<file path="src/rtl/fft_frame_ctrl_pkg.sv">
// Shared types and constants for the FFT frame sequencer.
package fft_frame_ctrl_pkg;

  typedef enum logic [1:0] {
    ST_IDLE     = 2'd0,
    ST_CFG      = 2'd1,
    ST_FEED     = 2'd2,
    ST_WAIT_OUT = 2'd3
  } state_t;

  localparam int ERR_ALM     = 0;
  localparam int ERR_WDOG    = 1;
  localparam int ERR_W       = 2;
  localparam int FRAME_CNT_W = 16;
  localparam int WDOG_W      = 16;
  localparam int ALM_W       = 3;

  function automatic int unsigned fft_len(input int unsigned logs_len);
    return 32'd1 << logs_len;
  endfunction

endpackage

</file>
<file path="src/rtl/fft_frame_ctrl_if.sv">
// Control, ADC sample, FFT config/data and status signals of the frame sequencer.
interface fft_frame_ctrl_if
  import fft_frame_ctrl_pkg::*;
#(
  parameter int INPUT_WIDTH  = 16,
  parameter int DATAIN_WIDTH = 16
);
  logic                      i_start;
  logic                      i_stop;
  logic                      i_continuous;
  logic                      i_fft_mode;
  logic                      i_smp_tvalid;
  logic [INPUT_WIDTH-1:0]    i_smp_tdata;
  logic                      o_smp_tready;
  logic                      o_fft_cfg_tvalid;
  logic                      o_fft_cfg_tdata;
  logic                      o_fft_data_tvalid;
  logic [2*DATAIN_WIDTH-1:0] o_fft_data_tdata;
  logic                      o_fft_data_tlast;
  logic                      i_fft_data_tready;
  logic                      i_fft_out_tvalid;
  logic                      i_fft_out_tlast;
  logic [ALM_W-1:0]          i_fft_alm;
  logic                      o_busy;
  logic                      o_frame_done;
  logic [FRAME_CNT_W-1:0]    o_frame_cnt;
  logic [ERR_W-1:0]          o_err;

  modport slave (
    input  i_start, i_stop, i_continuous, i_fft_mode,
    input  i_smp_tvalid, i_smp_tdata, i_fft_data_tready,
    input  i_fft_out_tvalid, i_fft_out_tlast, i_fft_alm,
    output o_smp_tready, o_fft_cfg_tvalid, o_fft_cfg_tdata,
    output o_fft_data_tvalid, o_fft_data_tdata, o_fft_data_tlast,
    output o_busy, o_frame_done, o_frame_cnt, o_err
  );

  modport master (
    output i_start, i_stop, i_continuous, i_fft_mode,
    output i_smp_tvalid, i_smp_tdata, i_fft_data_tready,
    output i_fft_out_tvalid, i_fft_out_tlast, i_fft_alm,
    input  o_smp_tready, o_fft_cfg_tvalid, o_fft_cfg_tdata,
    input  o_fft_data_tvalid, o_fft_data_tdata, o_fft_data_tlast,
    input  o_busy, o_frame_done, o_frame_cnt, o_err
  );

endinterface

</file>
<file path="src/rtl/fft_wdog_timer.sv">
// Cycle counter with clear/enable; expire is high during the WDOG_CYCLES-th enabled cycle.
module fft_wdog_timer
  import fft_frame_ctrl_pkg::*;
#(
  parameter int WDOG_CYCLES = 65535
) (
  input  logic clk,
  input  logic srst,
  input  logic clr,
  input  logic en,
  output logic expire
);

  localparam logic [WDOG_W-1:0] LIMIT = WDOG_W'(WDOG_CYCLES - 1);

  logic [WDOG_W-1:0] cnt_reg;

  always_ff @(posedge clk) begin
    if (srst || clr) begin
      cnt_reg <= '0;
    end else if (en) begin
      cnt_reg <= cnt_reg + 1'b1;
    end
  end

  assign expire = en && (cnt_reg == LIMIT);

endmodule

</file>
<file path="src/rtl/fft_frame_ctrl.sv">
// Frame sequencer: configures the FFT core, streams one frame of ADC samples into it,
// waits for the output frame and optionally re-arms, with watchdog and sticky alarms.
module fft_frame_ctrl
  import fft_frame_ctrl_pkg::*;
#(
  parameter int LOGS_FFT_LEN = 11,
  parameter int INPUT_WIDTH  = 16,
  parameter int DATAIN_WIDTH = 16,
  parameter int WDOG_CYCLES  = 65535
) (
  input logic            i_aclk,
  input logic            i_rst,
  fft_frame_ctrl_if.slave bus
);

  localparam int unsigned           FFT_LEN  = fft_len(LOGS_FFT_LEN);
  localparam logic [LOGS_FFT_LEN-1:0] LAST_IDX = LOGS_FFT_LEN'(FFT_LEN - 1);

  state_t                   state_reg;
  state_t                   state_next;
  logic [LOGS_FFT_LEN-1:0]  smp_cnt_reg;
  logic                     run_cont_reg;
  logic [ERR_W-1:0]         err_reg;
  logic [FRAME_CNT_W-1:0]   frame_cnt_reg;
  logic                     frame_done_reg;

  logic                     cfg_active;
  logic                     feed_active;
  logic                     wait_active;
  logic                     busy;
  logic                     xfer;
  logic                     last_xfer;
  logic                     completion;
  logic                     wdog_expire;
  logic                     timeout;
  logic signed [DATAIN_WIDTH-1:0] re_ext;

  fft_wdog_timer #(
    .WDOG_CYCLES(WDOG_CYCLES)
  ) u_wdog (
    .clk   (i_aclk),
    .srst  (i_rst),
    .clr   (!wait_active),
    .en    (wait_active),
    .expire(wdog_expire)
  );

  assign xfer       = feed_active && bus.i_smp_tvalid && bus.i_fft_data_tready;
  assign last_xfer  = xfer && (smp_cnt_reg == LAST_IDX);
  assign completion = wait_active && bus.i_fft_out_tvalid && bus.i_fft_out_tlast;
  // A completion landing on the expiry cycle wins over the timeout.
  assign timeout    = wdog_expire && !completion;

  always_ff @(posedge i_aclk) begin
    if (i_rst) begin
      state_reg <= ST_IDLE;
    end else begin
      state_reg <= state_next;
    end
  end

  always_comb begin
    state_next = state_reg;
    case (state_reg)
      ST_IDLE:     if (bus.i_start) state_next = ST_CFG;
      ST_CFG:      state_next = ST_FEED;
      ST_FEED:     if (last_xfer) state_next = ST_WAIT_OUT;
      ST_WAIT_OUT: begin
        if (completion) begin
          state_next = (run_cont_reg && !bus.i_stop) ? ST_CFG : ST_IDLE;
        end else if (timeout) begin
          state_next = ST_IDLE;
        end
      end
      default:     state_next = ST_IDLE;
    endcase
  end

  always_comb begin
    cfg_active  = 1'b0;
    feed_active = 1'b0;
    wait_active = 1'b0;
    busy        = 1'b1;
    case (state_reg)
      ST_IDLE:     busy        = 1'b0;
      ST_CFG:      cfg_active  = 1'b1;
      ST_FEED:     feed_active = 1'b1;
      ST_WAIT_OUT: wait_active = 1'b1;
      default:     busy        = 1'b0;
    endcase
  end

  always_ff @(posedge i_aclk) begin
    if (i_rst) begin
      smp_cnt_reg    <= '0;
      run_cont_reg   <= 1'b0;
      err_reg        <= '0;
      frame_cnt_reg  <= '0;
      frame_done_reg <= 1'b0;
    end else begin
      frame_done_reg <= completion;
      if (completion) begin
        frame_cnt_reg <= frame_cnt_reg + 1'b1;
      end
      if (cfg_active) begin
        smp_cnt_reg <= '0;
      end else if (xfer) begin
        smp_cnt_reg <= smp_cnt_reg + 1'b1;
      end
      if (!busy) begin
        if (bus.i_start) begin
          run_cont_reg <= bus.i_continuous;
          err_reg      <= '0;
        end
      end else begin
        if (bus.i_stop) run_cont_reg <= 1'b0;
        if (|bus.i_fft_alm) err_reg[ERR_ALM] <= 1'b1;
        if (timeout) err_reg[ERR_WDOG] <= 1'b1;
      end
    end
  end

  // Samples are carried in the real lane, sign-extended to the padded width.
  assign re_ext = DATAIN_WIDTH'(signed'(bus.i_smp_tdata));

  assign bus.o_fft_cfg_tvalid  = cfg_active;
  assign bus.o_fft_cfg_tdata   = cfg_active && bus.i_fft_mode;
  assign bus.o_fft_data_tvalid = feed_active && bus.i_smp_tvalid;
  assign bus.o_smp_tready      = feed_active && bus.i_fft_data_tready;
  assign bus.o_fft_data_tlast  = feed_active && (smp_cnt_reg == LAST_IDX);
  assign bus.o_fft_data_tdata  = feed_active ? {{DATAIN_WIDTH{1'b0}}, re_ext} : '0;
  assign bus.o_busy            = busy;
  assign bus.o_frame_done      = frame_done_reg;
  assign bus.o_frame_cnt       = frame_cnt_reg;
  assign bus.o_err             = err_reg;

endmodule

</file>
<file path="src/flat_wrapper.sv">
// flat-port wrapper written by rule: the top's interface ports become plain ports
module fft_frame_ctrl_flat import fft_frame_ctrl_pkg::*;
#(
  parameter int LOGS_FFT_LEN = 11,
  parameter int INPUT_WIDTH  = 16,
  parameter int DATAIN_WIDTH = 16,
  parameter int WDOG_CYCLES  = 65535
)
  (i_aclk, i_rst, bus_i_start, bus_i_stop, bus_i_continuous, bus_i_fft_mode, bus_i_smp_tvalid, bus_i_smp_tdata, bus_i_fft_data_tready, bus_i_fft_out_tvalid, bus_i_fft_out_tlast, bus_i_fft_alm, bus_o_smp_tready, bus_o_fft_cfg_tvalid, bus_o_fft_cfg_tdata, bus_o_fft_data_tvalid, bus_o_fft_data_tdata, bus_o_fft_data_tlast, bus_o_busy, bus_o_frame_done, bus_o_frame_cnt, bus_o_err);
  fft_frame_ctrl_if #(.INPUT_WIDTH(INPUT_WIDTH), .DATAIN_WIDTH(DATAIN_WIDTH)) bus_i ();
  input logic i_aclk;
  input logic i_rst;
  input wire logic [$bits(bus_i.i_start)-1:0] bus_i_start;
  input wire logic [$bits(bus_i.i_stop)-1:0] bus_i_stop;
  input wire logic [$bits(bus_i.i_continuous)-1:0] bus_i_continuous;
  input wire logic [$bits(bus_i.i_fft_mode)-1:0] bus_i_fft_mode;
  input wire logic [$bits(bus_i.i_smp_tvalid)-1:0] bus_i_smp_tvalid;
  input wire logic [$bits(bus_i.i_smp_tdata)-1:0] bus_i_smp_tdata;
  input wire logic [$bits(bus_i.i_fft_data_tready)-1:0] bus_i_fft_data_tready;
  input wire logic [$bits(bus_i.i_fft_out_tvalid)-1:0] bus_i_fft_out_tvalid;
  input wire logic [$bits(bus_i.i_fft_out_tlast)-1:0] bus_i_fft_out_tlast;
  input wire logic [$bits(bus_i.i_fft_alm)-1:0] bus_i_fft_alm;
  output wire logic [$bits(bus_i.o_smp_tready)-1:0] bus_o_smp_tready;
  output wire logic [$bits(bus_i.o_fft_cfg_tvalid)-1:0] bus_o_fft_cfg_tvalid;
  output wire logic [$bits(bus_i.o_fft_cfg_tdata)-1:0] bus_o_fft_cfg_tdata;
  output wire logic [$bits(bus_i.o_fft_data_tvalid)-1:0] bus_o_fft_data_tvalid;
  output wire logic [$bits(bus_i.o_fft_data_tdata)-1:0] bus_o_fft_data_tdata;
  output wire logic [$bits(bus_i.o_fft_data_tlast)-1:0] bus_o_fft_data_tlast;
  output wire logic [$bits(bus_i.o_busy)-1:0] bus_o_busy;
  output wire logic [$bits(bus_i.o_frame_done)-1:0] bus_o_frame_done;
  output wire logic [$bits(bus_i.o_frame_cnt)-1:0] bus_o_frame_cnt;
  output wire logic [$bits(bus_i.o_err)-1:0] bus_o_err;
  assign bus_i.i_start = bus_i_start;
  assign bus_i.i_stop = bus_i_stop;
  assign bus_i.i_continuous = bus_i_continuous;
  assign bus_i.i_fft_mode = bus_i_fft_mode;
  assign bus_i.i_smp_tvalid = bus_i_smp_tvalid;
  assign bus_i.i_smp_tdata = bus_i_smp_tdata;
  assign bus_i.i_fft_data_tready = bus_i_fft_data_tready;
  assign bus_i.i_fft_out_tvalid = bus_i_fft_out_tvalid;
  assign bus_i.i_fft_out_tlast = bus_i_fft_out_tlast;
  assign bus_i.i_fft_alm = bus_i_fft_alm;
  assign bus_o_smp_tready = bus_i.o_smp_tready;
  assign bus_o_fft_cfg_tvalid = bus_i.o_fft_cfg_tvalid;
  assign bus_o_fft_cfg_tdata = bus_i.o_fft_cfg_tdata;
  assign bus_o_fft_data_tvalid = bus_i.o_fft_data_tvalid;
  assign bus_o_fft_data_tdata = bus_i.o_fft_data_tdata;
  assign bus_o_fft_data_tlast = bus_i.o_fft_data_tlast;
  assign bus_o_busy = bus_i.o_busy;
  assign bus_o_frame_done = bus_i.o_frame_done;
  assign bus_o_frame_cnt = bus_i.o_frame_cnt;
  assign bus_o_err = bus_i.o_err;
  fft_frame_ctrl #(.LOGS_FFT_LEN(LOGS_FFT_LEN), .INPUT_WIDTH(INPUT_WIDTH), .DATAIN_WIDTH(DATAIN_WIDTH), .WDOG_CYCLES(WDOG_CYCLES)) u_core (.i_aclk(i_aclk), .i_rst(i_rst), .bus(bus_i));
endmodule
</file>
<file path="config.mk">
export PLATFORM = sky130hd
export DESIGN_NAME = fft_frame_ctrl_flat
export DESIGN_NICKNAME = d
export VERILOG_FILES = /design/src/rtl/fft_frame_ctrl_pkg.sv /design/src/rtl/fft_frame_ctrl_if.sv /design/src/rtl/fft_wdog_timer.sv /design/src/rtl/fft_frame_ctrl.sv /design/src/flat_wrapper.sv
export SDC_FILE = /design/constraint.sdc
export NUM_CORES = 1
export LEC_CHECK = 0
export CORE_UTILIZATION = 40
export DETAILED_ROUTE_END_ITERATION = 6
export PLACE_DENSITY = 0.72
export SETUP_SLACK_MARGIN = 0.5
export SLEW_MARGIN = 15
export SYNTH_ARGS = -nofsm -noshare
export SYNTH_HDL_FRONTEND = slang
export SYNTH_SLANG_ARGS = --single-unit
</file>
<file path="constraint.sdc">
create_clock -name i_aclk -period 2.28 [get_ports i_aclk]
set_clock_uncertainty 0.05 [all_clocks]
set_input_delay 0.57 -clock i_aclk [delete_from_list [all_inputs] [get_ports i_aclk]]
set_output_delay 0.57 -clock i_aclk [all_outputs]
set_load 0.02 [all_outputs]
</file>
Word-level counts from Yosys, hierarchy flattened
Cells that the tools add are included.

Bits in registers: 49. Bits of input ports: 29. Logic and storage cells: 62.

Add/sub/neg operators: 3. Equal/unequal tests: 8. Muxes and demuxes: 18. Reductions and logical operators: 25.

Operator list (number): adder 16 x 1 -> 16 bit, second input constant (2); == test 16 bit, second input constant (1); 2-to-1 mux 16 bit (1); 2-to-1 mux 2 bit (6); adder 11 x 1 -> 11 bit, second input constant (1); == test 11 bit, second input constant (1); logical AND 1 bit (11); 2-to-1 mux 1 bit (10); one-hot mux 2 bit (4 select lines) (1); AND reduction 2 bit (3); nonzero test 2 bit (3); == test 2 bit, second input constant (2); logical NOT 1 bit (3); inequality test 3 x 1 -> 1 bit, second input constant (1); AND reduction 3 bit (1); OR reduction 3 bit (1); == test 2 x 1 -> 1 bit, second input constant (1); logical NOT 2 bit (1); inequality test 2 x 1 -> 1 bit, second input constant (1); inequality test 2 bit, second input constant (1); OR reduction 2 bit (1); logical OR 1 bit (1).

Depth between registers and ports, before layout
Word-level depth: 9. Gate-level depth with buffers: 8.

Hierarchy
From an unflattened synthesis, not the netlist that was laid out.

Cells, all modules: 315. Area total of the unflattened synthesis: 2651.3 um^2.

Modules (own cells, without submodules): fft_frame_ctrl (times used 1, cells an instance 222, area each 1835.5 um^2); fft_wdog_timer (times used 1, cells an instance 93, area each 815.8 um^2).

Worst setup path after synthesis
No wires, ideal clock.

Kind: register -> output. From: register u_core.state_reg[0]. To: output port bus_o_fft_data_tlast. Arrival time: 1.537 ns. Data required time: 1.660 ns. Path slack: 0.123 ns. Cell stages (with the launch flop): 7. Path buffers: 2. Cell sequence: dfxtp_1 > inv_1 > ha_1 > clkbuf_1 > clkbuf_1 > nand2_1 > nor3_1.

Longest elaborated chain between the ends: 3.

Ends and longest elaborated chain: from (decl) (RTL line fft_frame_ctrl.sv:19) `state_t state_reg;`; from (signal assigned) (RTL line fft_frame_ctrl.sv:58) `state_reg <= state_next;`; == test 2 bit (RTL line fft_frame_ctrl.sv:84) `case (state_reg)`; 2-to-1 mux 1 bit (RTL line fft_frame_ctrl.sv:84); logical AND 1 bit (RTL line fft_frame_ctrl.sv:130) `assign bus.o_fft_data_tlast = feed_active && (smp_cnt_reg == LAST_IDX);`; to (decl) (RTL line flat_wrapper.sv:28) `output wire logic [$bits(bus_i.o_fft_data_tlast)-1:0] bus_o_fft_data_tlast;`.

No other way between the ends.

Worst setup path after layout
From: register u_core.smp_cnt_reg[6]. To: output port bus_o_fft_data_tlast.

Longest elaborated chain between the ends: 2.

Ends and longest elaborated chain: from (decl) (RTL line fft_frame_ctrl.sv:21) `logic [LOGS_FFT_LEN-1:0] smp_cnt_reg;`; from (signal assigned) (RTL line fft_frame_ctrl.sv:108) `smp_cnt_reg <= smp_cnt_reg + 1'b1;`; == test 11 bit (RTL line fft_frame_ctrl.sv:130); logical AND 1 bit (RTL line fft_frame_ctrl.sv:130).

No other way between the ends.

==> flow_summary_export.csv <==
group,metric,value,unit
finish,antenna_cells,0,
logic_synthesis,synth_area,2470,sq um
grt,overflow,0,
logic_synthesis,ys_seq_area_share,39.7,%
route,post_drt_wl_per_cell,12.3,um
clock_network,h-tree-depth,2,
grt,grt_pass1_vias,2081,
finish,final_cell_area,3730,sq um
route,viasPerCell,4.79,
logic_synthesis,synth_adder_area_share,4.05,%
power_and_ir_drop,peakVddDrop,568,uV
worst_setup_path,crit_arrival,1300,ps
worst_setup_path,end_kind,"output port",
route,drtAntennaViolNets,0,
floorplan,die_w,80.6,um
clock_network,cts_hold_buf,0,
floorplan,io_pins,86,
place,portBuffers,69,
floorplan,die_area,6500,sq um
route,drc,0,
worst_setup_path,start_kind,"flip-flop",
sta,rsz0062_at_grt,"yes",
sta,hold_viol_final,0,
logic_synthesis,synth-xor-area-share,13.1,%
flow_run,cap_violations,0,
floorplan,num_rows,28,
grt,grt_pass1_wl,9070,um
finish,final_util,62.6,%
route,drt_iter0_drc,70,
clock_network,numCtsBuffers,5,
clock_network,clock-sinks,49,
finish,drive_gt1_share,29.1,%
outcome,outcome,"complete, no violations",
finish,finalNetCount,424,
worst_setup_path,ff2ff_path_depth,8,
logic_synthesis,ys_dominant_reg_cell,"dfxtp_1",
logic_synthesis,syn_avg_cell_area,8.49,sq um
sta,whs,432,ps
clock_network,ctsLongestPathBuffers,2,
worst_setup_path,rr_startpoint,"u_core.state_reg[0]",
sta,tightest_slew,519,ps
place,hpwl,3850,um
place,placed_area,3280,sq um
sta,fmax,520,MHz
finish,area_growth,50.8,%
logic_synthesis,synth_top_family_by_area,"simple AND/OR/NAND/NOR gates",
route,wl,5700,um
sta,fin_crit_sh,84.3,%
floorplan,initial_utilization,41.5,%
logic_synthesis,synth_compound_area_share,2.43,%
logic_synthesis,synthArstFlopShare,0,%
place,gp_congestion,0.751,
logic_synthesis,synth.distinct_cells,31,
clock_network,cts_root_buf,"clkbuf_8",
route,routed-via-count,2217,
logic_synthesis,yosysWarnings,0,
grt,antenna_found_initial,0,
worst_setup_path,crit_type,"reg -> out",
clock_network,cts_tree,"done",
grt,grt_max_degree,22,
route,dr.pass1.iters,4,
sta,max_slew_margin,65.3,%
sta,period_needed,1920,ps
worst_hold_path,min_path_type,"reg -> reg",
worst_setup_path,critPathLaunch,"u_core.smp_cnt_reg[6]",
clock_network,worstSkewPairLatency,300,ps
sta,setup_viol,0,
logic_synthesis,synthMuxAreaShare,1.67,%
logic_synthesis,postSynthCellCount,291,
floorplan,placeableCoreArea,5960,sq um
power_and_ir_drop,power_density,710,nW/um^2
worst_setup_path,critPathCapture,"bus_o_fft_data_tlast",
worst_setup_path,r2r_slack,390,ps
clock_network,clk_pin_slew,80,ps
sta,timing.setup.tns,0,ps
worst_setup_path,cp_max_fo,3,
finish,fillCellCount,519,
grt,grt_use_total,17.9,%
logic_synthesis,synth-simple-area-share,31.5,%
power_and_ir_drop,leakage,0.00160,uW
logic_synthesis,synth_edf_count,0,
sta,drv_slew,0,
worst_setup_path,timing.rr.end,"u_core.state_reg[0]",
floorplan,die-height,80.6,um
worst_setup_path,required,1660,ps
logic_synthesis,ys_ff_latch,49,
routing by layer:
metal	share of wire [%]	GRT usage [%]	vias to the layer above
li1	-	-	1120
met2	49	31.6	79
met4	0.91	5.71	0
met1	43	21.5	1012
met5	0	0	-
met3	6.7	3.52	6
where the power goes:
| group | internal, uW | total [uW] | switching, uW |
|---|---|---|---|
| clock | 357 | 641 | 285 |
| combinational | 583 | 1080 | 494 |
| sequential | 893 | 928 | 34.5 |
| total | 1830 | 2650 | 813 |
cells by family after synthesis:
| logic type | count (synthesis) |
|---|---|
| compound gates | 11 |
| xor+xnor | 37 |
| fa+ha+maj | 8 |
| buf+inv | 31 |
| flops | 49 |
| mux | 4 |
| other cells | 1 |
| simple gates | 150 |
cells in the final DEF (no fill, tap or decap), drive strengths merged, types with 2 or more instances in the layout:
cell type and n:
dfxtp 49, inv 6, clkbuf 6, nor2 52, a21oi 6, or3 2, and4 5, nor3 10
o21ai 3, and3 7, buf 52, nand2 22, ha 8, mux2i 3, conb 16, xnor2 17
nand3 10, nand4 15, dlygate4sd2 25, xor2 20, and2 24, clkdlybuf4s50 21
critical path, stage by stage, from the launching register on:
cell and delay (ps):
dfxtp_2 350, and4_4 250, nand2_2 80, nor3_4 190
buf_6 140
cell type report:
| cell class | instances | area (sq um) | share of cell area (%) |
|---|---|---|---|
| Clock inverter | 2 | 37.5 | 1.01 |
| Tap cell | 75 | 93.8 | 2.52 |
| Inverter | 6 | 30.0 | 0.806 |
| Sequential cell | 49 | 993 | 26.7 |
| Clock buffer | 6 | 82.6 | 2.22 |
| Multi-Input combinational cell | 226 | 1550 | 41.5 |
| Timing Repair Buffer | 99 | 943 | 25.3 |
through the flow:
stage	std cells	setup slack [ps]	total power (uW)
4_1_cts	457	303	2590
2_1_floorplan	306	488	1380
3_3_place_gp	438	-94.6	1670
3_5_place_dp	438	-104	1690
5_1_grt	463	309	2780
6_report	463	357	2650
timing repair:
action	CTS	global route
cloned	1	0
gates resized for setup	199	20
setup endpoints to repair	63	39
pin swaps	20	12
setup buffers	10	6
Yosys cell counts, drive strengths merged (6+ instances only):
| cell type | instances | area share, % |
|---|---|---|
| nor2 | 52 | 7.9 |
| dfxtp | 49 | 40 |
| and2 | 24 | 6.1 |
| nand2 | 22 | 3.3 |
| xor2 | 20 | 7.1 |
| buf | 19 | 5.6 |
| xnor2 | 17 | 6.0 |
| nand4 | 15 | 4.4 |
| nand3 | 10 | 2.0 |
| nor3 | 10 | 2.5 |
| ha | 8 | 4.1 |
| and3 | 7 | 1.8 |
| a21oi | 6 | 1.2 |
| clkbuf | 6 | 0.91 |
| inv | 6 | 0.91 |
how the worst min path moves through the flow:
stage,start,endpoint,depth (start not counted)
2_1_floorplan,u_core.u_wdog.cnt_reg[0],u_core.u_wdog.cnt_reg[0],1
3_3_place_gp,u_core.u_wdog.cnt_reg[0],u_core.u_wdog.cnt_reg[0],1
3_5_place_dp,u_core.run_cont_reg,u_core.run_cont_reg,2
4_1_cts,u_core.run_cont_reg,u_core.run_cont_reg,2
5_1_grt,u_core.run_cont_reg,u_core.run_cont_reg,2
6_report,u_core.run_cont_reg,u_core.run_cont_reg,2
(Power assumes the default switching activity.)
